<file path="config.mk">
export PLATFORM = sky130hd
export DESIGN_NAME = matrix_transpose_seq
export DESIGN_NICKNAME = d
export VERILOG_FILES = /design/src/rtl/matrix_transpose_seq_pkg.sv /design/src/rtl/matrix_transpose_seq_index_gen.sv /design/src/rtl/matrix_transpose_seq.sv
export SDC_FILE = /design/constraint.sdc
export NUM_CORES = 2
export LEC_CHECK = 0
export ABC_CLOCK_PERIOD_IN_PS = 38100
export CAP_MARGIN = 25
export CORE_AREA = 2 2 422 424
export DETAILED_ROUTE_END_ITERATION = 8
export DIE_AREA = 0 0 424 426
export HOLD_SLACK_MARGIN = 0.02
export PLACE_DENSITY = 0.54
export SLEW_MARGIN = 20
export SYNTH_ARGS = -nofsm -noshare
export SYNTH_HDL_FRONTEND = slang
export SYNTH_SLANG_ARGS = --single-unit
</file>
<file path="constraint.sdc">
create_clock -name clk -period 38.1 [get_ports clk]
set_input_delay 7.62 -clock clk [delete_from_list [all_inputs] [get_ports clk]]
set_output_delay 7.62 -clock clk [all_outputs]
set_load 0.005 [all_outputs]
</file>
<file path="src/rtl/matrix_transpose_seq_pkg.sv">
// -----------------------------------------------------------------------------
// matrix_transpose_seq_pkg
// Shared definitions for the sequential matrix transposer:
//   FLOAT_W   - width of one matrix element (raw float32 word)
//   state_t   - controller state encoding
//   idx_width - address width helper that stays >= 1 for single-entry arrays
// Flat-bus convention: word w of a matrix bus lives at [w*FLOAT_W +: FLOAT_W].
// -----------------------------------------------------------------------------
package matrix_transpose_seq_pkg;

  localparam int FLOAT_W = 32;

  typedef enum logic [1:0] {
    ST_IDLE = 2'd0,
    ST_RUN  = 2'd1,
    ST_DONE = 2'd2,
    ST_ERR  = 2'd3
  } state_t;

  function automatic int idx_width(input int n);
    return (n > 1) ? $clog2(n) : 1;
  endfunction

endpackage

</file>
<file path="src/rtl/matrix_transpose_seq_index_gen.sv">
// -----------------------------------------------------------------------------
// matrix_transpose_seq_index_gen
// Transpose index generator. Holds a base position (i, j, k, dst) and derives
// LANES consecutive positions from it with a chain of wrapping incrementers,
// so no divider or modulo is needed:
//   j wraps at C-1 and then i increments; k = i*C+j; dst = j*R+i.
// Ports:
//   clk, rst     - clock, asynchronous active-high reset
//   i_clear      - restart at element (0,0)
//   i_advance    - step the base position by LANES elements
//   i_rows       - R, i_cols - C, i_count - P = R*C
//   o_src_idx    - per-lane source word index k
//   o_dst_idx    - per-lane destination word index j*R+i
//   o_valid      - per-lane k < P
//   o_last       - the current group of lanes reaches the final element
// -----------------------------------------------------------------------------
module matrix_transpose_seq_index_gen #(
  parameter int LANES = 1,
  parameter int IDX_W = 8,
  parameter int AW    = 4
) (
  input  logic                       clk,
  input  logic                       rst,
  input  logic                       i_clear,
  input  logic                       i_advance,
  input  logic [IDX_W-1:0]           i_rows,
  input  logic [IDX_W-1:0]           i_cols,
  input  logic [IDX_W-1:0]           i_count,
  output logic [LANES-1:0][AW-1:0]   o_src_idx,
  output logic [LANES-1:0][AW-1:0]   o_dst_idx,
  output logic [LANES-1:0]           o_valid,
  output logic                       o_last
);

  localparam logic [IDX_W-1:0] ONE = IDX_W'(1);

  logic [IDX_W-1:0] r_i, r_j, r_k, r_dst;

  // Element 0 of each chain is the registered base; element LANES is the
  // base for the next advance.
  logic [IDX_W-1:0] w_i   [LANES+1];
  logic [IDX_W-1:0] w_j   [LANES+1];
  logic [IDX_W-1:0] w_k   [LANES+1];
  logic [IDX_W-1:0] w_dst [LANES+1];
  logic [LANES-1:0] w_wrap;

  assign w_i[0]   = r_i;
  assign w_j[0]   = r_j;
  assign w_k[0]   = r_k;
  assign w_dst[0] = r_dst;

  genvar gi;
  generate
    for (gi = 0; gi < LANES; gi++) begin : g_lane
      assign w_wrap[gi]    = (w_j[gi] == i_cols - ONE);
      assign w_j[gi+1]     = w_wrap[gi] ? '0 : w_j[gi] + ONE;
      assign w_i[gi+1]     = w_wrap[gi] ? w_i[gi] + ONE : w_i[gi];
      // Moving to (i+1, 0) lands on destination word i+1; otherwise one
      // column step in the source is one R-sized row step in the result.
      assign w_dst[gi+1]   = w_wrap[gi] ? w_i[gi] + ONE : w_dst[gi] + i_rows;
      assign w_k[gi+1]     = w_k[gi] + ONE;
      assign o_valid[gi]   = (w_k[gi] < i_count);
      assign o_src_idx[gi] = w_k[gi][AW-1:0];
      assign o_dst_idx[gi] = w_dst[gi][AW-1:0];
    end
  endgenerate

  assign o_last = (w_k[LANES] >= i_count);

  always_ff @(posedge clk or posedge rst) begin
    if (rst) begin
      r_i   <= '0;
      r_j   <= '0;
      r_k   <= '0;
      r_dst <= '0;
    end else if (i_clear) begin
      r_i   <= '0;
      r_j   <= '0;
      r_k   <= '0;
      r_dst <= '0;
    end else if (i_advance) begin
      r_i   <= w_i[LANES];
      r_j   <= w_j[LANES];
      r_k   <= w_k[LANES];
      r_dst <= w_dst[LANES];
    end
  end

endmodule

</file>
<file path="src/rtl/matrix_transpose_seq.sv">
// -----------------------------------------------------------------------------
// matrix_transpose_seq
// Sequential, runtime-sized transposer for flat float32 matrices (raw word
// moves only). Produces the B_T operand for the matrix multipliers.
// Ports:
//   clk, rst  - clock, asynchronous active-high reset
//   start     - request a transpose (accepted in IDLE or DONE)
//   rows/cols - runtime R x C of in_mat, latched on accepted start
//   in_mat    - row-major input, element (i,j) at word i*C+j
//   out_mat   - transposed result, element (j,i) at word j*R+i
//   busy      - copy in progress
//   done      - level, high from completion until next accepted start
//   err       - level, high with done when the dimensions were illegal
// -----------------------------------------------------------------------------
module matrix_transpose_seq
  import matrix_transpose_seq_pkg::*;
#(
  parameter int MAX_ROWS  = 4,
  parameter int MAX_COLS  = 4,
  parameter int MOD_COUNT = 1
) (
  input  logic                                   clk,
  input  logic                                   rst,
  input  logic                                   start,
  input  logic [31:0]                            rows,
  input  logic [31:0]                            cols,
  input  logic [FLOAT_W*MAX_ROWS*MAX_COLS-1:0]   in_mat,
  output logic [FLOAT_W*MAX_ROWS*MAX_COLS-1:0]   out_mat,
  output logic                                   busy,
  output logic                                   done,
  output logic                                   err
);

  localparam int N     = MAX_ROWS * MAX_COLS;
  localparam int AW    = idx_width(N);
  // Headroom so lane counters running past P (masked lanes) cannot alias.
  localparam int IDX_W = idx_width((N + MOD_COUNT) * (MAX_ROWS + 1)) + 1;

  state_t r_state, w_state_next;

  logic [FLOAT_W-1:0] r_in  [N];
  logic [FLOAT_W-1:0] r_out [N];
  logic [IDX_W-1:0]   r_rows, r_cols, r_count;
  logic               r_err;

  logic                         w_accept, w_legal, w_last;
  logic [MOD_COUNT-1:0][AW-1:0] w_src_idx, w_dst_idx;
  logic [MOD_COUNT-1:0]         w_valid;

  matrix_transpose_seq_index_gen #(
    .LANES (MOD_COUNT),
    .IDX_W (IDX_W),
    .AW    (AW)
  ) u_index_gen (
    .clk       (clk),
    .rst       (rst),
    .i_clear   (w_accept),
    .i_advance (r_state == ST_RUN),
    .i_rows    (r_rows),
    .i_cols    (r_cols),
    .i_count   (r_count),
    .o_src_idx (w_src_idx),
    .o_dst_idx (w_dst_idx),
    .o_valid   (w_valid),
    .o_last    (w_last)
  );

  always_comb begin
    w_accept = start && ((r_state == ST_IDLE) || (r_state == ST_DONE));
    w_legal  = (rows != 32'd0) && (cols != 32'd0) &&
               (rows <= 32'(MAX_ROWS)) && (cols <= 32'(MAX_COLS));
    w_state_next = r_state;
    if (w_accept) begin
      w_state_next = w_legal ? ST_RUN : ST_ERR;
    end else begin
      case (r_state)
        ST_RUN:  if (w_last) w_state_next = ST_DONE;
        ST_ERR:  w_state_next = ST_DONE;
        default: w_state_next = r_state;
      endcase
    end
  end

  always_ff @(posedge clk or posedge rst) begin
    if (rst) begin
      r_state <= ST_IDLE;
      r_rows  <= '0;
      r_cols  <= '0;
      r_count <= '0;
      r_err   <= 1'b0;
      for (int w = 0; w < N; w++) begin
        r_in[w]  <= '0;
        r_out[w] <= '0;
      end
    end else begin
      r_state <= w_state_next;
      if (w_accept) begin
        // Only legal dimensions are ever used, so the narrowed copies suffice.
        r_rows  <= rows[IDX_W-1:0];
        r_cols  <= cols[IDX_W-1:0];
        r_count <= rows[IDX_W-1:0] * cols[IDX_W-1:0];
        r_err   <= 1'b0;
        for (int w = 0; w < N; w++) begin
          r_in[w]  <= in_mat[w*FLOAT_W +: FLOAT_W];
          r_out[w] <= '0;
        end
      end else if (r_state == ST_RUN) begin
        for (int l = 0; l < MOD_COUNT; l++) begin
          if (w_valid[l]) r_out[w_dst_idx[l]] <= r_in[w_src_idx[l]];
        end
      end else if (r_state == ST_ERR) begin
        r_err <= 1'b1;
      end
    end
  end

  genvar gi;
  generate
    for (gi = 0; gi < N; gi++) begin : g_out
      assign out_mat[gi*FLOAT_W +: FLOAT_W] = r_out[gi];
    end
  endgenerate

  assign busy = (r_state == ST_RUN);
  assign done = (r_state == ST_DONE);
  assign err  = r_err;

endmodule

</file>
==> results.sh <==
export IMPL_synth_area_um2=47200
export IMPL_remaining_drc_errors=0
export IMPL_status="finished, final reports clean"
export IMPL_synth_edf_count=0
export IMPL_vias=37400
export IMPL_register_area_um2=26800
export IMPL_synth_top_area_frac=0.568
export IMPL_crit_fanout=89
export IMPL_synth_seq_cells=1071
export IMPL_async_flop_share=1.00
export IMPL_post_cts_buffers=0
export IMPL_hold_ws_ps=466
export IMPL_min_path_type="reg2reg"
export IMPL_routed_via_density=4.63
export IMPL_grt_pass1_vias=37900
export IMPL_clock_root_buffer="clkbuf_16"
export IMPL_rows=154
export IMPL_syn_nets=5243
export IMPL_worst_skew_pair_late_latency_ps=800
export IMPL_start_kind="primary input"
export IMPL_wirelength_mm=192
export IMPL_fin_tns_setup_ps=0
export IMPL_synth_distinct_cells=52
export IMPL_clock_tree_buffer_depth=3
export IMPL_relSlewSlack=0.291
export IMPL_ys_seq_area_frac=0.568
export IMPL_num_io_pins=1094
export IMPL_first_iter_violations=2805
export IMPL_synth_flop_cell="dfrtp_1"
export IMPL_dr_pass1_iters=7
export IMPL_period_share=0.309
export IMPL_synth_area_leaders="dfrtp_1 57%, nand2_1 16%, mux2i_1 8.9%"
export IMPL_cts_clk_slew_worst_paths_ps=60
export IMPL_irDropWorstVdd_mv=0.0381
export IMPL_numCtsBuffers=121
export IMPL_post_drt_wl_per_cell_um=23.8
export IMPL_skew_ps=43.2
export IMPL_hpwl_mm=137
export IMPL_die_h_um=426
export IMPL_layout_setup_ws_ps=26320
export IMPL_post_synth_top_area_cell="dfrtp_1"
export IMPL_area_growth_syn_to_layout_pct=37.4
export IMPL_grt_max_degree=176
export IMPL_dieArea_um2=181000
export IMPL_p_per_area_nw_per_um2=43.3
export IMPL_arrival_ps=12470
export IMPL_required_ps=38790
export IMPL_total_leakage_power_nw=29.1
export IMPL_maxCapViolations=0
export IMPL_layout_min_cycle_time_ps=11780
export IMPL_hold_viol=0
export IMPL_nets=6229
export IMPL_ctsHoldBuffers=0
export IMPL_antenna_left=0
export IMPL_rsz0062_at_grt="no"
export IMPL_coreArea_um2=176000
export IMPL_htree_levels=3
export IMPL_die_w_um=424
export IMPL_fmax_mhz=84.9
export IMPL_worstSetupPathType="in2reg"
export IMPL_maxSlewViolCount=0
export IMPL_synth_top_cells_by_count="2031 x nand2_1, 1071 x dfrtp_1, 420 x mux2i_1"
export IMPL_grt_pass1_wl_mm=274
export IMPL_tightest_slew_ps=1060
export IMPL_cts_sinks=1071
export IMPL_gp_congestion=0.881
export IMPL_drive_gt1_frac=0.0890
export IMPL_gr_total_overflow=0
export IMPL_avgSynthCellArea_um2=10.2
export IMPL_cts_tree="done"
export IMPL_ys_warnings_count=0
export IMPL_pre_cts_slack_ps=25590
export IMPL_initial_utilization=0.269
export IMPL_synth_cells=4612
export IMPL_fillCellCount=17600
export IMPL_grtUsageTotal=0.208
export IMPL_grt_antenna_before_repair=52
export IMPL_yosysMostFrequentCell="nand2_1"
export IMPL_worstSetupEndpointType="flop"
export IMPL_multiInputGateArea_um2=19100
export IMPL_cts_resized_gates=0
export IMPL_setup_viol=0
export IMPL_place_port_buffers=1093
[final timing paths]
path	cells after the start	from	end	slack, ps
max	8	start	out_mat[66]	26320
max reg2reg	9	u_index_gen.r_k[0]	out_mat[36]	32890
min	2	r_in[312]	r_in[312]	470
min reg2reg	2	r_in[312]	r_in[312]	470
max in group asynchronous	7	rst	r_in[131]	27180
min in group asynchronous	2	rst	out_mat[473]	7340
[state kept, by name, summed over array words and instances, names as in the netlist]
register           count
out_mat              512
r_in                 512
r_cols                 8
r_count                8
u_index_gen.r_j        8
u_index_gen.r_k        8
r_rows                 4
u_index_gen.r_dst      4
u_index_gen.r_i        4
r_state                2
err                    1
[routing by layer]
| metal | track usage | up-vias | share of wire |
|---|---|---|---|
| met1 | 0.256 | 18700 | 0.40 |
| met4 | 0.0781 | 34 | 0.035 |
| met5 | 0 | - | 0.0012 |
| met3 | 0.0456 | 305 | 0.059 |
| li1 | - | 17100 | - |
| met2 | 0.355 | 1204 | 0.50 |
[power breakdown]
part / switching (W) / leakage (nW) / internal (W)
clock: 0.000506 / 1.99 / 0.000679
sequential: 0.0000431 / 14.1 / 0.00121
combinational: 0.000225 / 13.0 / 0.000146
[through the flow]
stage / utilization / total power, W / cell area (um2) / std cells
global route: 0.369 / 0.00293 / 64900 / 8062
detailed placement: 0.345 / 0.00165 / 60700 / 7812
global placement: 0.345 / 0.00164 / 60600 / 7809
finish: 0.369 / 0.00281 / 64900 / 8066
floorplan: - / 0.00146 / 47200 / 4612
CTS: 0.368 / 0.00285 / 64700 / 8035
[kinds of logic (layout without fill, tap and decap cells)]
kind of cell	count (synthesis)	in the layout	share of synthesized area
XOR/XNOR	40	40	0.00742
adder cells (fa/ha/maj)	52	52	0.0158
multiplexers	580	580	0.158
buffers and inverters	356	1442	0.0321
other	0	28	0
AO/OA/AOI/OAI	224	224	0.0279
AND/OR/NAND/NOR	2289	2289	0.192
flip-flops	1071	1071	0.568
[final cells by class]
class,count,area share
Clock buffer,180,0.0553
Sequential cell,1071,0.413
Multi-Input combinational cell,3185,0.295
Inverter,33,0.00202
Clock inverter,43,0.00681
Antenna cell,28,0.00108
Tap cell,2340,0.0451
Timing Repair Buffer,1186,0.181
[worst max-delay path: stages]
cell,delay (ps)
clkdlybuf4s50_1,490
nand2b_4,580
buf_4,750
buf_4,770
buf_4,860
buf_4,880
nand2_1,120
mux2i_1,180
[cell usage in the layout, fill, tap and decap left out, types with 4 or more instances in the layout]
master / Yosys / routed
nor2_1: 20 / 16
o21a_1: 6 / 6
nand2b_1: 5 / 4
dfrtp_1: 1071 / 1067
nor2_4: 0 / 10
mux2_2: 32 / 32
clkbuf_8: 0 / 34
clkbuf_16: 0 / 121
clkinv_2: 0 / 24
o21ai_2: 24 / 17
and3_1: 5 / 5
o21ai_4: 0 / 15
a22o_1: 6 / 6
nand4_1: 9 / 9
clkbuf_1: 219 / 25
a21oi_1: 8 / 8
dfrtp_4: 0 / 4
nand2_1: 2031 / 2031
inv_1: 33 / 32
clkdlybuf4s50_1: 0 / 1093
and2_1: 23 / 23
mux4_2: 128 / 128
xnor2_1: 29 / 29
nand3_1: 147 / 144
o21ai_0: 152 / 152
a21o_1: 5 / 5
buf_12: 0 / 4
nor2b_1: 6 / 5
buf_4: 22 / 84
nor4_1: 15 / 15
buf_16: 0 / 4
mux2i_1: 420 / 420
nor3_1: 8 / 8
ha_1: 39 / 39
clkinvlp_4: 0 / 4
fa_1: 13 / 13
xor2_1: 11 / 11
diode_2: 0 / 28
bufinv_16: 0 / 4
Note: power is estimated with default switching activity, not from simulation.
